==> src/rtl/game_tick_rx.sv <==
// rtl/game_tick_rx.sv - game-rate toggle receiver: synchronised tick, spawn/fire dividers, pause and watchdog
// Converts each level change of an asynchronous toggle into one tick pulse and derived game timing.
module game_tick_rx #(
  parameter int SYNC_STAGES = 2,
  parameter int SPAWN_DIV   = 60,
  parameter int FIRE_DIV    = 8,
  parameter int TIMEOUT     = 2000000,
  parameter int FRAME_W     = 16
) (
  input  logic               clk,
  input  logic               rst,
  input  logic               tick_toggle,
  input  logic               pause,
  input  logic               frame_clr,
  output logic               tick,
  output logic               spawn_tick,
  output logic               fire_tick,
  output logic [FRAME_W-1:0] frame_cnt,
  output logic               paused,
  output logic               tick_lost
);

  localparam int SP_W   = $clog2(SPAWN_DIV + 1);
  localparam int FI_W   = $clog2(FIRE_DIV + 1);
  localparam int WD_W   = $clog2(TIMEOUT + 1);
  localparam int INIT_W = $clog2(SYNC_STAGES + 1);

  localparam logic [SP_W-1:0]   SP_LAST   = SP_W'(SPAWN_DIV - 1);
  localparam logic [FI_W-1:0]   FI_LAST   = FI_W'(FIRE_DIV - 1);
  localparam logic [WD_W-1:0]   WD_LIMIT  = WD_W'(TIMEOUT);
  localparam logic [INIT_W-1:0] INIT_LAST = INIT_W'(SYNC_STAGES);

  localparam logic [1:0] S_INIT   = 2'd0;
  localparam logic [1:0] S_RUN    = 2'd1;
  localparam logic [1:0] S_PAUSED = 2'd2;

  logic [SYNC_STAGES-1:0] sync;
  logic                   hist;
  logic                   edge_det;
  logic [1:0]             state;
  logic [1:0]             state_next;
  logic [INIT_W-1:0]      init_cnt;
  logic [SP_W-1:0]        spawn_cnt;
  logic [FI_W-1:0]        fire_cnt;
  logic [WD_W-1:0]        wd_cnt;
  logic [WD_W-1:0]        wd_inc;

  assign edge_det = sync[SYNC_STAGES-1] ^ hist;
  assign wd_inc   = (wd_cnt == WD_LIMIT) ? wd_cnt : wd_cnt + 1'b1;

  always_comb begin
    state_next = state;
    case (state)
      S_INIT:   if (init_cnt == INIT_LAST) state_next = S_RUN;
      S_RUN:    if (pause) state_next = S_PAUSED;
      S_PAUSED: if (!pause) state_next = S_RUN;
      default:  state_next = S_INIT;
    endcase
  end

  always_ff @(posedge clk or posedge rst) begin
    if (rst) begin
      sync       <= '0;
      hist       <= 1'b0;
      state      <= S_INIT;
      init_cnt   <= '0;
      tick       <= 1'b0;
      spawn_tick <= 1'b0;
      fire_tick  <= 1'b0;
      frame_cnt  <= '0;
      spawn_cnt  <= '0;
      fire_cnt   <= '0;
      wd_cnt     <= '0;
      paused     <= 1'b0;
      tick_lost  <= 1'b0;
    end else begin
      sync       <= {sync[SYNC_STAGES-2:0], tick_toggle};
      hist       <= sync[SYNC_STAGES-1];
      state      <= state_next;
      paused     <= (state_next == S_PAUSED);
      tick       <= 1'b0;
      spawn_tick <= 1'b0;
      fire_tick  <= 1'b0;

      if (state == S_INIT) begin
        init_cnt <= init_cnt + 1'b1;
      end

      // The current state decides acceptance, so an edge alongside a pause request still counts.
      if (state == S_RUN && edge_det) begin
        tick      <= 1'b1;
        frame_cnt <= frame_cnt + 1'b1;
        if (spawn_cnt == SP_LAST) begin
          spawn_tick <= 1'b1;
          spawn_cnt  <= '0;
        end else begin
          spawn_cnt <= spawn_cnt + 1'b1;
        end
        if (fire_cnt == FI_LAST) begin
          fire_tick <= 1'b1;
          fire_cnt  <= '0;
        end else begin
          fire_cnt <= fire_cnt + 1'b1;
        end
      end

      if (state == S_RUN || state == S_PAUSED) begin
        if (edge_det) begin
          wd_cnt    <= '0;
          tick_lost <= 1'b0;
        end else begin
          wd_cnt    <= wd_inc;
          tick_lost <= tick_lost | (wd_inc == WD_LIMIT);
        end
      end

      // Clear wins over a coincident tick's counter updates; the tick pulse itself survives.
      if (frame_clr) begin
        frame_cnt  <= '0;
        spawn_cnt  <= '0;
        fire_cnt   <= '0;
        spawn_tick <= 1'b0;
        fire_tick  <= 1'b0;
      end
    end
  end

endmodule

==> config.mk <==
export PLATFORM = sky130hd
export DESIGN_NAME = game_tick_rx
export DESIGN_NICKNAME = d
export VERILOG_FILES = /design/src/rtl/game_tick_rx.sv
export SDC_FILE = /design/constraint.sdc
export NUM_CORES = 1
export LEC_CHECK = 0
export ABC_CLOCK_PERIOD_IN_PS = 4900
export BUFFER_PORTS_ARGS = -buffer_cell sky130_fd_sc_hd__buf_2
export CORE_ASPECT_RATIO = 1.5
export CORE_MARGIN = 1.5
export CORE_UTILIZATION = 45
export CTS_BUF_LIST = sky130_fd_sc_hd__clkbuf_2 sky130_fd_sc_hd__clkbuf_4 sky130_fd_sc_hd__clkbuf_8
export DETAILED_ROUTE_END_ITERATION = 10
export GPL_TIMING_DRIVEN = 0
export PLACE_DENSITY = 0.61
export RECOVER_POWER = 100
export SYNTH_ARGS = -nofsm -noshare
export SYNTH_HDL_FRONTEND = slang
export SYNTH_SLANG_ARGS = --single-unit
==> constraint.sdc <==
create_clock -name clk -period 4.9 [get_ports clk]
set_clock_uncertainty 0.2 [all_clocks]
set_input_delay 0.98 -clock clk [delete_from_list [all_inputs] [get_ports clk]]
set_output_delay 0.98 -clock clk [all_outputs]
set_load 0.005 [all_outputs]
Word-level counts from Yosys, hierarchy flattened --
Cells that the tools add are included.
Cells by class: reduce and logical (&&, ||, !) cells 4, add/sub/neg operators 5, bitwise logic cells 2, muxes and demuxes 22, equality and inequality tests 8
Operators with widths (count):
- equality test 21 bit (second input constant) | 2
- two-way mux 21 bit | 2
- two-way mux 16 bit | 2
- adder 21 x 1 -> 21 bit (second input constant) | 1
- two-way mux 6 bit | 3
- adder 16 x 1 -> 16 bit (second input constant) | 1
- two-way mux 4 bit | 3
- two-way mux 1 bit | 8
- adder 6 x 1 -> 6 bit (second input constant) | 1
- equality test 2 bit (second input constant) | 3
- equality test 6 bit (second input constant) | 1
- two-way mux 2 bit | 3
- one-hot mux 2 bit (3 select lines) | 1
- adder 4 x 1 -> 4 bit (second input constant) | 1
- equality test 4 x 3 -> 1 bit (second input constant) | 1
- adder 2 x 1 -> 2 bit (second input constant) | 1
- equality test 2 x 1 -> 1 bit (second input constant) | 1
- logical NOT 2 bit | 1
- nonzero test 2 bit | 1
- logical AND 1 bit | 1
- logical OR 1 bit | 1
- bitwise OR 1 bit | 1
- bitwise XOR 1 bit | 1
Word-level totals: output and inout port bits 21, bits of input ports 5, logic and storage cells 54, bits in registers 59

Logic depth before layout (Yosys ltp) --
Gate-level depths: netlist of run 1.
depth in word-level cells 5, depth in mapped cells 8, depth with buffers taken out 8

Worst setup path after synthesis of run 1 --
OpenSTA, ideal clock, no wires.
kind flip-flop to flip-flop, start point register wd_cnt[0], end point register wd_cnt[1], buffers on the path 0, cell stages (with the launch flop) 7, required time 4.578 ns, data arrival time 2.167 ns, slack 2.412 ns, setup time 0.122 ns, clock period less this slack 2.488 ns, cells stage by stage dfrtp_1 -> inv_1 -> ha_1 -> or4b_2 -> or4_4 -> or2_2 -> a32o_1
Between the ends: cells in the longest elaborated chain, start to end 3, elaborated cells between the ends (all ways) 4, those cells by class add/sub: 1; eq/ne: 1; mux: 2
RTL lines:
- start: declaration | RTL line 45 | logic [WD_W-1:0] wd_cnt;
- start signal: assignment | RTL line 112 | wd_cnt <= wd_inc;
- adder 21 x 1 -> 21 bit or equality test 21 bit (tied branches) | RTL line 49 | assign wd_inc = (wd_cnt == WD_LIMIT) ? wd_cnt : wd_cnt + 1'b1;
- two-way mux 21 bit * | RTL line 49
- two-way mux 21 bit * | RTL line 108 | if (edge_det) begin
Mark *: on every way between the ends. The rest lies on a longest branch, timed or not. A chain may end at the register's enable or synchronous reset.

Final worst setup path of run 1 --
start point register wd_cnt[0], end point register tick_lost
Between the ends: cells in the longest elaborated chain, start to end 5, elaborated cells between the ends (all ways) 6, those cells by class add/sub: 1; eq/ne: 2; mux: 2; bitwise: 1
RTL lines:
- adder 21 x 1 -> 21 bit or equality test 21 bit (tied branches) | RTL line 49
- two-way mux 21 bit * | RTL line 49
- equality test 21 bit * | RTL line 113 | tick_lost <= tick_lost | (wd_inc == WD_LIMIT);
- bitwise OR 1 bit * | RTL line 113
- two-way mux 1 bit * | RTL line 108
- end signal: assignment | RTL line 113
- end: declaration | RTL line 20 | output logic tick_lost
Marks and branches as above.

==> results by group, run 1 <==
Outcome
  – Outcome: finished clean

Critical path
  – Worst stage delay on the critical path: 0.49 ns
  – Crit-path max FO: 9
  – Critical path arrival: 3.12 ns
  – Worst-path cell chain: ha_1, nand3_1, or4_1, clkbuf_1, nor2_1, xnor2_1, nor4_1, a31o_1
  – WP data required: 4.97 ns
  – Element type at the critical path end: flop
  – Crit path buf inv count: 1
  – Crit path max-delay family: simple AND/OR/NAND/NOR gates
  – Setup crit start kind: flop
  – Critical-path top delay cell: dfrtp_1
  – WS Path Type: reg -> reg
  – Reg-to-reg slack, setup: 1.85 ns

Route
  – Iter 0 DRT Violations: 193
  – WL per Instance: 15.8 um
  – Via count: 2,799
  – WL final: 7.68 mm
  – Post-DRT Antenna Nets: 0
  – # DRC: 0
  – DRT Pass-1 Iters: 4
  – Vias/cell: 5.77

Global route
  – Largest net degree at the start of global routing: 42
  – Antenna violations before repair: 0
  – Vias in the first global route: 2,754
  – Global-route wire length before repair: 12.9 mm
  – Grt ovf: 0
  – Total Routing Usage GR: 21.6%

Placement
  – DP Wirelength: 5.45 mm
  – Port Buffer Count: 24
  – RePlAce Congestion: 0.903
  – Placed insts: 469
  – Post-DP Area: 3520 um2

Cells and area
  – Non-filler instance count after layout: 485
  – Final #Nets: 417
  – Filler Cells Inserted: 670
  – Area Overhead vs Synth: 13.8%
  – Cell area after layout: 3730 um2
  – Antenna Cells: 0
  – Share of layout cells above drive strength 1: 11.3%

Pwr
  – Power per cell area: 386 nW/um2
  – Leak: 1.65 nW
  – Worst vdd ir: 0.000412 V

Floorplan
  – Die X: 72.7 um
  – Number of core rows: 37
  – Initial core utilization: 47.2%
  – Die height: 108 um
  – CORE AREA: 6940 um2
  – DIE AREA: 7820 um2
  – # IOs: 26

Clock tree
  – Cts hold-fix bufs: 0
  – CTS Buf Count: 9
  – Worst skew pair latency: 0.34 ns
  – Max Root-Sink Buffers: 2
  – Clk sinks: 59
  – TritonCTS clock tree: built
  – Post-CTS Setup Repair Bufs: 0
  – Number of H-tree levels: 3
  – PostCTS Resize Cnt: 0
  – Clock root buffer master: clkbuf_8
  – Worst-path clk slew: 0.07 ns

STA
  – RSZ-0062 raised after global routing: false
  – Slew margin rel.: 42.6%
  – Final period util: 62.2%
  – Slew @ Worst Pin: 0.854 ns
  – Max frequency: 0.328 GHz
  – Max-slew violation count: 0
  – Post-Route Setup TNS: 0 ns
  – Final count of negative-setup-slack endpoints: 0
  – Final-report hold violation count: 0
  – Fin crit period: 3.05 ns

Synthesis
  – Cells after synthesis: 366
  – Commonest cells post-synth: dfrtp_1 (59), nand2_1 (48), nor2_1 (33)
  – Largest cells by area after synthesis: dfrtp_1 (45%), nand2_1 (5.5%), o21ai_0 (4.6%)
  – Async set-or-reset flop fraction in the synthesized netlist: 100%
  – Synth warn: 0
  – Sequential-to-total area share from yosys stat: 45.0%
  – Number of library cell types mapped by synthesis: 56
  – Main synth FF type: dfrtp_1
  – Synth Net Count: 381
  – Top-count cell post-synth: dfrtp_1
  – Flop and latch count out of synthesis: 59
  – Area fraction of the dominant cell type after synthesis: 45.0%
  – Mean post-synth cell area: 8.96 um2
  – Number of synthesized flops with an enable pin: 0
  – Post-Syn Area: 3280 um2
  – Leading area contributor after synthesis: dfrtp_1

Min path
  – Min-Delay Path Class: reg -> reg

Run
  – Max Cap Viol: 0
## where the power goes
part	leakage, nW	switching, mW	internal, mW
logic	0.729	0.231	0.121
clock network	0.116	0.199	0.319
registers	0.805	0.0432	0.527
## sequential cells by signal (all words and copies together), names as in the netlist
register	cells
fire_cnt	4
state	2
fire_tick	1
paused	1
hist	1
sync	2
spawn_tick	1
spawn_cnt	6
tick	1
init_cnt	2
wd_cnt	21
frame_cnt	16
tick_lost	1
## routing by layer
layer  routed length [um]  track usage [%]  vias to the layer above
met3                  258             2.81                       20
li1                     -                -                     1374
met2                 4030             37.9                       68
met5                    0                0                        -
met4                  247             13.9                        0
met1                 3150             23.9                     1337
## stage by stage
stage	setup slack [ns]	util [%]	power [mW]	hold WS, ns
floorplan	2.26	-	0.821	0.131
global placement	1.45	50.4	0.925	0.136
detailed placement	2.02	50.7	0.933	0.146
CTS	2.00	54.0	1.45	0.161
global route	1.69	53.8	1.52	0.165
finish	1.85	53.8	1.44	0.157
## cell families after synthesis
group                    share of synthesized area [%]
adder cells (fa/ha/maj)                           3.81
buffers and inverters                             4.23
multiplexers                                     0.305
AO/OA/AOI/OAI                                     15.6
AND/OR/NAND/NOR                                   24.4
XOR/XNOR                                          6.67
flip-flops                                        45.0
## layout make-up
cell class	instances	area, um2	share of cell area, %
multi-input combinational	273	1660	44.4
sequential	59	1480	39.5
clock buffer	12	159	4.26
timing repair buffer	25	133	3.55
tap	78	97.6	2.61
buffer	21	88.8	2.38
clock inverter	4	72.6	1.94
inverter	13	48.8	1.31
## worst paths after layout
kind,from,to,cells after the start
max,wd_cnt[0]$_DFFE_PP0P_,tick_lost$_DFFE_PP0P_,8
min,sync[0]$_DFF_PP0_,sync[1]$_DFF_PP0_,0
max reg2reg,wd_cnt[0]$_DFFE_PP0P_,tick_lost$_DFFE_PP0P_,8
min reg2reg,sync[0]$_DFF_PP0_,sync[1]$_DFF_PP0_,0
max in group asynchronous,rst,wd_cnt[9]$_DFFE_PP0P_,3
min in group asynchronous,rst,state[1]$_DFF_PP0_,2
## cells in the final DEF, fill, tap and decap left out, drive strengths merged, types with 5 or more instances in the layout
master  Yosys  routed
nor3        7       7
and4        5       5
nand2      48      48
nand4       7       7
xnor2      12      12
ha         10      10
nand3      14      14
and3        9       9
xor2       13      13
clkbuf     16      37
dfrtp      59      59
o21ai      31      31
a21oi      16      16
nor4        8       8
or3         5       5
inv        12      12
buf         5      21
nor2       34      34
No activity file was read; power rests on OpenSTA's default activity.
==> run 2: changes to the inputs <==
Settings changed: ABC_CLOCK_PERIOD_IN_PS 4900 to 2900.
Clock period 4.9 ns to 2.9 ns, I/O delays scaled along.
==> run 2 against run 1 <==
Compared with the run above: clock power up 70%; sequential power is 70% higher; power grew 69%; highest routed layer unchanged.
==> results by group, run 2 (synthesized netlist as in run 1, its figures left out) <==
Cells and area
  – Final #Nets: 417 (unchanged)
  – Commonest cells after routing, fill and taps aside: dfrtp_1 (57), nand2_1 (48), nor2_1 (33)
  – Most common cell after layout, fill and taps aside: dfrtp_1
  – Area Overhead vs Synth: 14.0%
  – Antenna Cells: 0 (unchanged)
  – Largest register FFs: 21 (unchanged)
  – Filler Cells Inserted: 675 (+0.75%)
  – Multi-input logic area: 1670 um2 (+0.91%)
  – Share of layout cells above drive strength 1: 13.0% (+1.7 points)
  – Reg area: 1480 um2 (+0.17%)
  – Largest registers: wd_cnt (21), frame_cnt (16), spawn_cnt (6)
  – Largest Register: wd_cnt

Global route
  – Global-route wire length before repair: 12.9 mm (+0.11%)
  – Grt ovf: 0 (unchanged)
  – Antenna violations before repair: 0 (unchanged)
  – Total Routing Usage GR: 21.6% (about the same)
  – Vias in the first global route: 2,756 (+0.073%)
  – Largest net degree at the start of global routing: 42 (unchanged)

Route
  – DRT Pass-1 Iters: 4 (unchanged)
  – # DRC: 0 (unchanged)
  – Iter 0 DRT Violations: 172 (-11%)
  – Vias/cell: 5.82 (+0.79%)
  – Via count: 2,821 (+0.79%)
  – Met2 WL post-DR: 4.06 mm (+0.89%)
  – Post-DRT Antenna Nets: 0 (unchanged)
  – WL final: 7.72 mm (+0.53%)
  – DR top layer: met4
  – WL met3: 258 um (unchanged)
  – WL per Instance: 15.9 um (+0.53%)
  – Wire length on met1: 3.17 mm (+0.86%)

Pwr
  – Total power: 2.44 mW (+69%)
  – Reg power frac: 39.6% (about the same)
  – Switching power: 0.805 mW (+70%)
  – Power per cell area: 653 nW/um2 (+69%)
  – Worst vdd ir: 0.000701 V (+70%)
  – Power share of the clock group: 36.0% (about the same)
  – Logic pwr share: 24.4% (about the same)
  – Internal power: 1.64 mW (+69%)
  – Switching part of the total: 33.0% (+0.12 points)
  – Leak: 1.64 nW (-0.35%)

STA
  – Slew margin rel.: 33.1% (-9.5 points)
  – Fin crit period: 2.78 ns (-0.267 ns)
  – Max frequency: 0.360 GHz (+9.6%)
  – Final count of negative-setup-slack endpoints: 0 (unchanged)
  – Final period util: 95.8% (+34 points)
  – Final-report hold violation count: 0 (unchanged)
  – RSZ-0062 raised after global routing: false
  – Max-slew violation count: 0 (unchanged)
  – Slew @ Worst Pin: 1.00 ns (+0.150 ns)
  – Post-Route Setup TNS: 0 ns (unchanged)
  – PnR worst setup slack: 0.121 ns (-1.73 ns)
  – Final hold slack: 0.139 ns (-0.0182 ns)

Critical path
  – Crit-path max FO: 8 (-1)
  – Element type at the critical path end: flop
  – Reg2Reg Depth: 6 (-2)
  – WS Path Type: reg -> reg
  – Setup crit start kind: flop
  – Critical path arrival: 2.86 ns (-0.26 ns)
  – WP data required: 2.98 ns (-1.99 ns)

Clock tree
  – Max Root-Sink Buffers: 2 (unchanged)
  – CTS Buf Count: 9 (unchanged)
  – Clock root buffer master: clkbuf_8
  – Worst skew pair latency: 0.35 ns (about the same)
  – Cts hold-fix bufs: 0 (unchanged)
  – TritonCTS clock tree: built
  – Number of H-tree levels: 3 (unchanged)
  – Clk sinks: 59 (unchanged)
  – Post-CTS Setup Repair Bufs: 0 (unchanged)
  – Worst-path clk slew: 0.07 ns (about the same)

Floorplan
  – CORE AREA: 6940 um2 (unchanged)
  – Die height: 108 um (unchanged)
  – Initial core utilization: 47.2% (unchanged)
  – DIE AREA: 7820 um2 (unchanged)
  – Die X: 72.7 um (unchanged)
  – Number of core rows: 37 (unchanged)
  – # IOs: 26 (unchanged)

Outcome
  – Outcome: finished clean

Run
  – Max Cap Viol: 0 (unchanged)

Placement
  – DP Wirelength: 5.45 mm (unchanged)
  – Setup WS pre-CTS: 0.0189 ns (-2.00 ns)
  – Port Buffer Count: 24 (unchanged)
  – RePlAce Congestion: 0.903 (unchanged)

Min path
  – Min-Delay Path Class: in -> async
-- run 2: cell count changes in the layout (fill, tap and decap cells not counted), sizes merged --
cell,delta
clkbuf,-1
buf,+1
-- run 2: worst paths after layout --
kind | start | endpoint | slack (ns)
setup / recovery | wd_cnt[3]$_DFFE_PP0P_ | tick_lost$_DFFE_PP0P_ | 0.12
hold / removal | rst | state[1]$_DFF_PP0_ | 0.14
setup reg to reg | wd_cnt[3]$_DFFE_PP0P_ | tick_lost$_DFFE_PP0P_ | 0.12
hold reg to reg | sync[0]$_DFF_PP0_ | sync[1]$_DFF_PP0_ | 0.16
max in group asynchronous | rst | wd_cnt[9]$_DFFE_PP0P_ | 0.92
min in group clk | tick_toggle | sync[0]$_DFF_PP0_ | 0.14
-- run 2: final cells by class --
class | count | area share [%]
inverter | 13 | 1.31
multi-input combinational | 273 | 44.7
buffer | 21 | 2.44
clock buffer | 12 | 4.25
clock inverter | 4 | 1.94
timing repair buffer | 25 | 3.15
sequential | 59 | 39.6
tap | 78 | 2.61
-- run 2: power groups by stage --
stage | Clock (mW) | Combinational [mW] | Sequential (mW)
global placement | 0 | 0.587 | 0.976
finish | 0.879 | 0.595 | 0.967
floorplan | 0 | 0.425 | 0.962
CTS | 0.892 | 0.599 | 0.963
global route | 0.930 | 0.670 | 0.978
detailed placement | 0 | 0.598 | 0.978
-- run 2: per-layer routing --
| metal | up-vias | track usage (%) |
|---|---|---|
| met1 | 1360 | 24.0 |
| li1 | 1373 | - |
| met3 | 16 | 2.81 |
| met5 | - | 0 |
| met4 | 0 | 13.9 |
| met2 | 72 | 37.9 |
-- run 2: metrics by stage --
stage / instance area, um2 / utilization, % / std cells
floorplan: 3280 / - / 366
global placement: 3500 / 50.4 / 468
detailed placement: 3520 / 50.7 / 469
CTS: 3750 / 54.1 / 485
global route: 3740 / 53.8 / 485
finish: 3740 / 53.8 / 485
-- run 2: timing repair --
action / 4_1_cts / 5_1_grt
gates resized for setup: 1 / 5
pin swaps: 0 / 0
endpoints found under the setup margin: 1 / 2
-- run 2: critical path, stage by stage (launching register included) --
cell     delay, ns
dfrtp_1       0.47
nand4_1       0.33
nor4_1        0.84
and3_1        0.33
xor2_1        0.21
o211a_1       0.18
a31o_1        0.14
==> run 3: changes to the inputs <==
Settings changed: ABC_CLOCK_PERIOD_IN_PS 2900 to 2800, CAP_MARGIN set to 20, SETUP_SLACK_MARGIN set to 0.1.
Clock period 2.9 ns to 2.8 ns, I/O delays scaled along.
==> run 3 against run 2 <==
Compared with the run above: wire length is essentially flat; critical endpoint unchanged; sequential share of layout area shrank 0.34 points; critical path type unchanged; clock-buffer cell count did not move; setup slack got worse by 0.013 ns; non-clock buffer count did not move; sequential cell count is the same; power is 4.8% higher.
==> results by group, run 3 (synthesized netlist as in run 1, its figures left out) <==
Floorplan
  – Initial core utilization: 47.2% (unchanged)
  – Number of core rows: 37 (unchanged)
  – Die height: 108 um (unchanged)
  – Die X: 72.7 um (unchanged)
  – DIE AREA: 7820 um2 (unchanged)
  – # IOs: 26 (unchanged)
  – CORE AREA: 6940 um2 (unchanged)

Global route
  – Global-route wire length before repair: 13.0 mm (+0.59%)
  – Grt ovf: 0 (unchanged)
  – Total Routing Usage GR: 21.7% (+0.097 points)
  – Antenna violations before repair: 0 (unchanged)
  – Vias in the first global route: 2,770 (+0.51%)
  – Largest net degree at the start of global routing: 42 (unchanged)

Cells and area
  – Commonest cells after routing, fill and taps aside: dfrtp_1 (57), nand2_1 (48), nor2_1 (33)
  – Largest register FFs: 21 (unchanged)
  – Filler Cells Inserted: 668 (-1.0%)
  – Antenna Cells: 0 (unchanged)
  – Largest Register: wd_cnt
  – Final #Nets: 417 (unchanged)
  – Largest registers: wd_cnt (21), frame_cnt (16), spawn_cnt (6)
  – Most common cell after layout, fill and taps aside: dfrtp_1
  – Area Overhead vs Synth: 15.0%
  – Share of layout cells above drive strength 1: 14.3% (+1.2 points)

Pwr
  – Worst vdd ir: 0.000732 V (+4.5%)
  – Switching power: 0.850 mW (+5.6%)
  – Logic pwr share: 25.1% (+0.7 points)
  – Reg power frac: 39.3% (-0.3 points)
  – Power per cell area: 678 nW/um2 (+3.9%)
  – Leak: 1.64 nW (-0.16%)
  – Internal power: 1.71 mW (+4.4%)
  – Switching part of the total: 33.2% (+0.25 points)
  – Total power: 2.56 mW (+4.8%)
  – Power share of the clock group: 35.6% (-0.4 points)

Placement
  – RePlAce Congestion: 0.903 (unchanged)
  – DP Wirelength: 5.45 mm (unchanged)
  – Port Buffer Count: 24 (unchanged)

Critical path
  – Critical path arrival: 2.72 ns (-0.14 ns)
  – Crit-path max FO: 9 (+1)
  – Worst stage delay on the critical path: 0.58 ns (-0.26 ns)
  – Critical-path top delay cell: or4b_2
  – Worst-path cell chain: inv_1, ha_1, or4b_2, or4_1, and4b_1, o211a_1, a31o_1
  – Setup crit start kind: flop
  – Crit path buf inv count: 1 (+1)
  – WP data required: 2.83 ns (-0.15 ns)
  – Element type at the critical path end: flop
  – Crit path max-delay family: simple AND/OR/NAND/NOR gates
  – WS Path Type: reg -> reg

STA
  – Post-Route Setup TNS: 0 ns (unchanged)
  – Final-report hold violation count: 0 (unchanged)
  – Final hold slack: 0.121 ns (-0.0174 ns)
  – Final count of negative-setup-slack endpoints: 0 (unchanged)
  – Max frequency: 0.372 GHz (+3.2%)
  – Slew @ Worst Pin: 0.998 ns (-0.00538 ns)
  – Slew margin rel.: 33.5% (+0.36 points)
  – RSZ-0062 raised after global routing: true
  – Max-slew violation count: 0 (unchanged)
  – Fin crit period: 2.69 ns (-0.0871 ns)
  – Final period util: 96.1% (+0.31 points)

Route
  – Post-DRT Antenna Nets: 0 (unchanged)
  – DR top layer: met4
  – Wire length on met1: 3.24 mm (+2.1%)
  – WL final: 7.73 mm (about the same)
  – Via count: 2,810 (-0.39%)
  – Iter 0 DRT Violations: 164 (-4.7%)
  – Met2 WL post-DR: 4.00 mm (-1.5%)
  – WL per Instance: 15.9 um (about the same)
  – WL met3: 218 um (-16%)
  – DRT Pass-1 Iters: 5 (+1)
  – Vias/cell: 5.79 (-0.39%)
  – # DRC: 0 (unchanged)

Clock tree
  – Worst skew pair latency: 0.35 ns (about the same)
  – TritonCTS clock tree: built
  – CTS Buf Count: 9 (unchanged)
  – Worst-path clk slew: 0.07 ns (about the same)
  – Max Root-Sink Buffers: 2 (unchanged)
  – Number of H-tree levels: 3 (unchanged)
  – Clock root buffer master: clkbuf_8
  – Clk sinks: 59 (unchanged)

Run
  – Max Cap Viol: 0 (unchanged)

Outcome
  – Outcome: finished clean

Min path
  – Min-Delay Path Class: in -> reg
-- run 3: what timing repair did --
action	in CTS	in global routing
gates resized for setup	6	6
pin swaps	0	0
hold buffers	0	0
endpoints found under the setup margin	2	5
buffers inserted	0	0
-- run 3: worst reg2reg max path: stages, from the launching register on --
cell     delay (ns)
dfrtp_2        0.47
inv_1          0.10
ha_1           0.15
or4b_2         0.58
or4_1          0.47
and4b_1        0.22
o211a_1        0.21
a31o_1         0.19
-- run 3: routing by layer --
| layer | GRT usage [%] | up-vias |
|---|---|---|
| li1 | - | 1372 |
| met5 | 0 | - |
| met2 | 38.1 | 55 |
| met1 | 24.1 | 1360 |
| met4 | 13.9 | 0 |
| met3 | 2.81 | 23 |
-- run 3: layout make-up --
cell class	instances	area [um2]	share of cell area, %
buffer	21	91.3	2.42
clock buffer	12	159	4.21
clock inverter	4	72.6	1.92
inverter	13	52.6	1.39
multi-input combinational	273	1700	45.1
sequential	59	1480	39.2
tap	78	97.6	2.59
timing repair buffer	25	118	3.12
-- run 3: through the flow --
stage / utilization [%] / std cells / instance area (um2) / setup WS [ns]
6_report: 54.3 / 485 / 3770 / 0.108
3_5_place_dp: 50.7 / 469 / 3520 / -0.0811
4_1_cts: 54.3 / 485 / 3770 / 0.116
5_1_grt: 54.3 / 485 / 3770 / 0.0810
3_3_place_gp: 50.4 / 468 / 3500 / -0.231
2_1_floorplan: - / 366 / 3280 / 0.312
-- run 3: power groups by stage --
stage          clock network [mW]  registers [mW]  logic [mW]
2_1_floorplan                   0           0.996       0.440
3_5_place_dp                    0            1.01       0.620
5_1_grt                     0.964            1.02       0.719
6_report                    0.911            1.01       0.642
3_3_place_gp                    0            1.01       0.608
4_1_cts                     0.924            1.00       0.623
-- run 3: path summary, 6_finish.rpt --
check	slack [ns]	depth (start not counted)	start	end
worst max-delay path	0.11	7	wd_cnt[0]$_DFFE_PP0P_	tick_lost$_DFFE_PP0P_
worst min-delay path	0.12	1	tick_toggle	sync[0]$_DFF_PP0_
worst max register to register	0.11	7	wd_cnt[0]$_DFFE_PP0P_	tick_lost$_DFFE_PP0P_
worst min register to register	0.16	0	sync[0]$_DFF_PP0_	sync[1]$_DFF_PP0_
max in group asynchronous	0.83	3	rst	wd_cnt[9]$_DFFE_PP0P_
min in group asynchronous	0.13	2	rst	state[1]$_DFF_PP0_
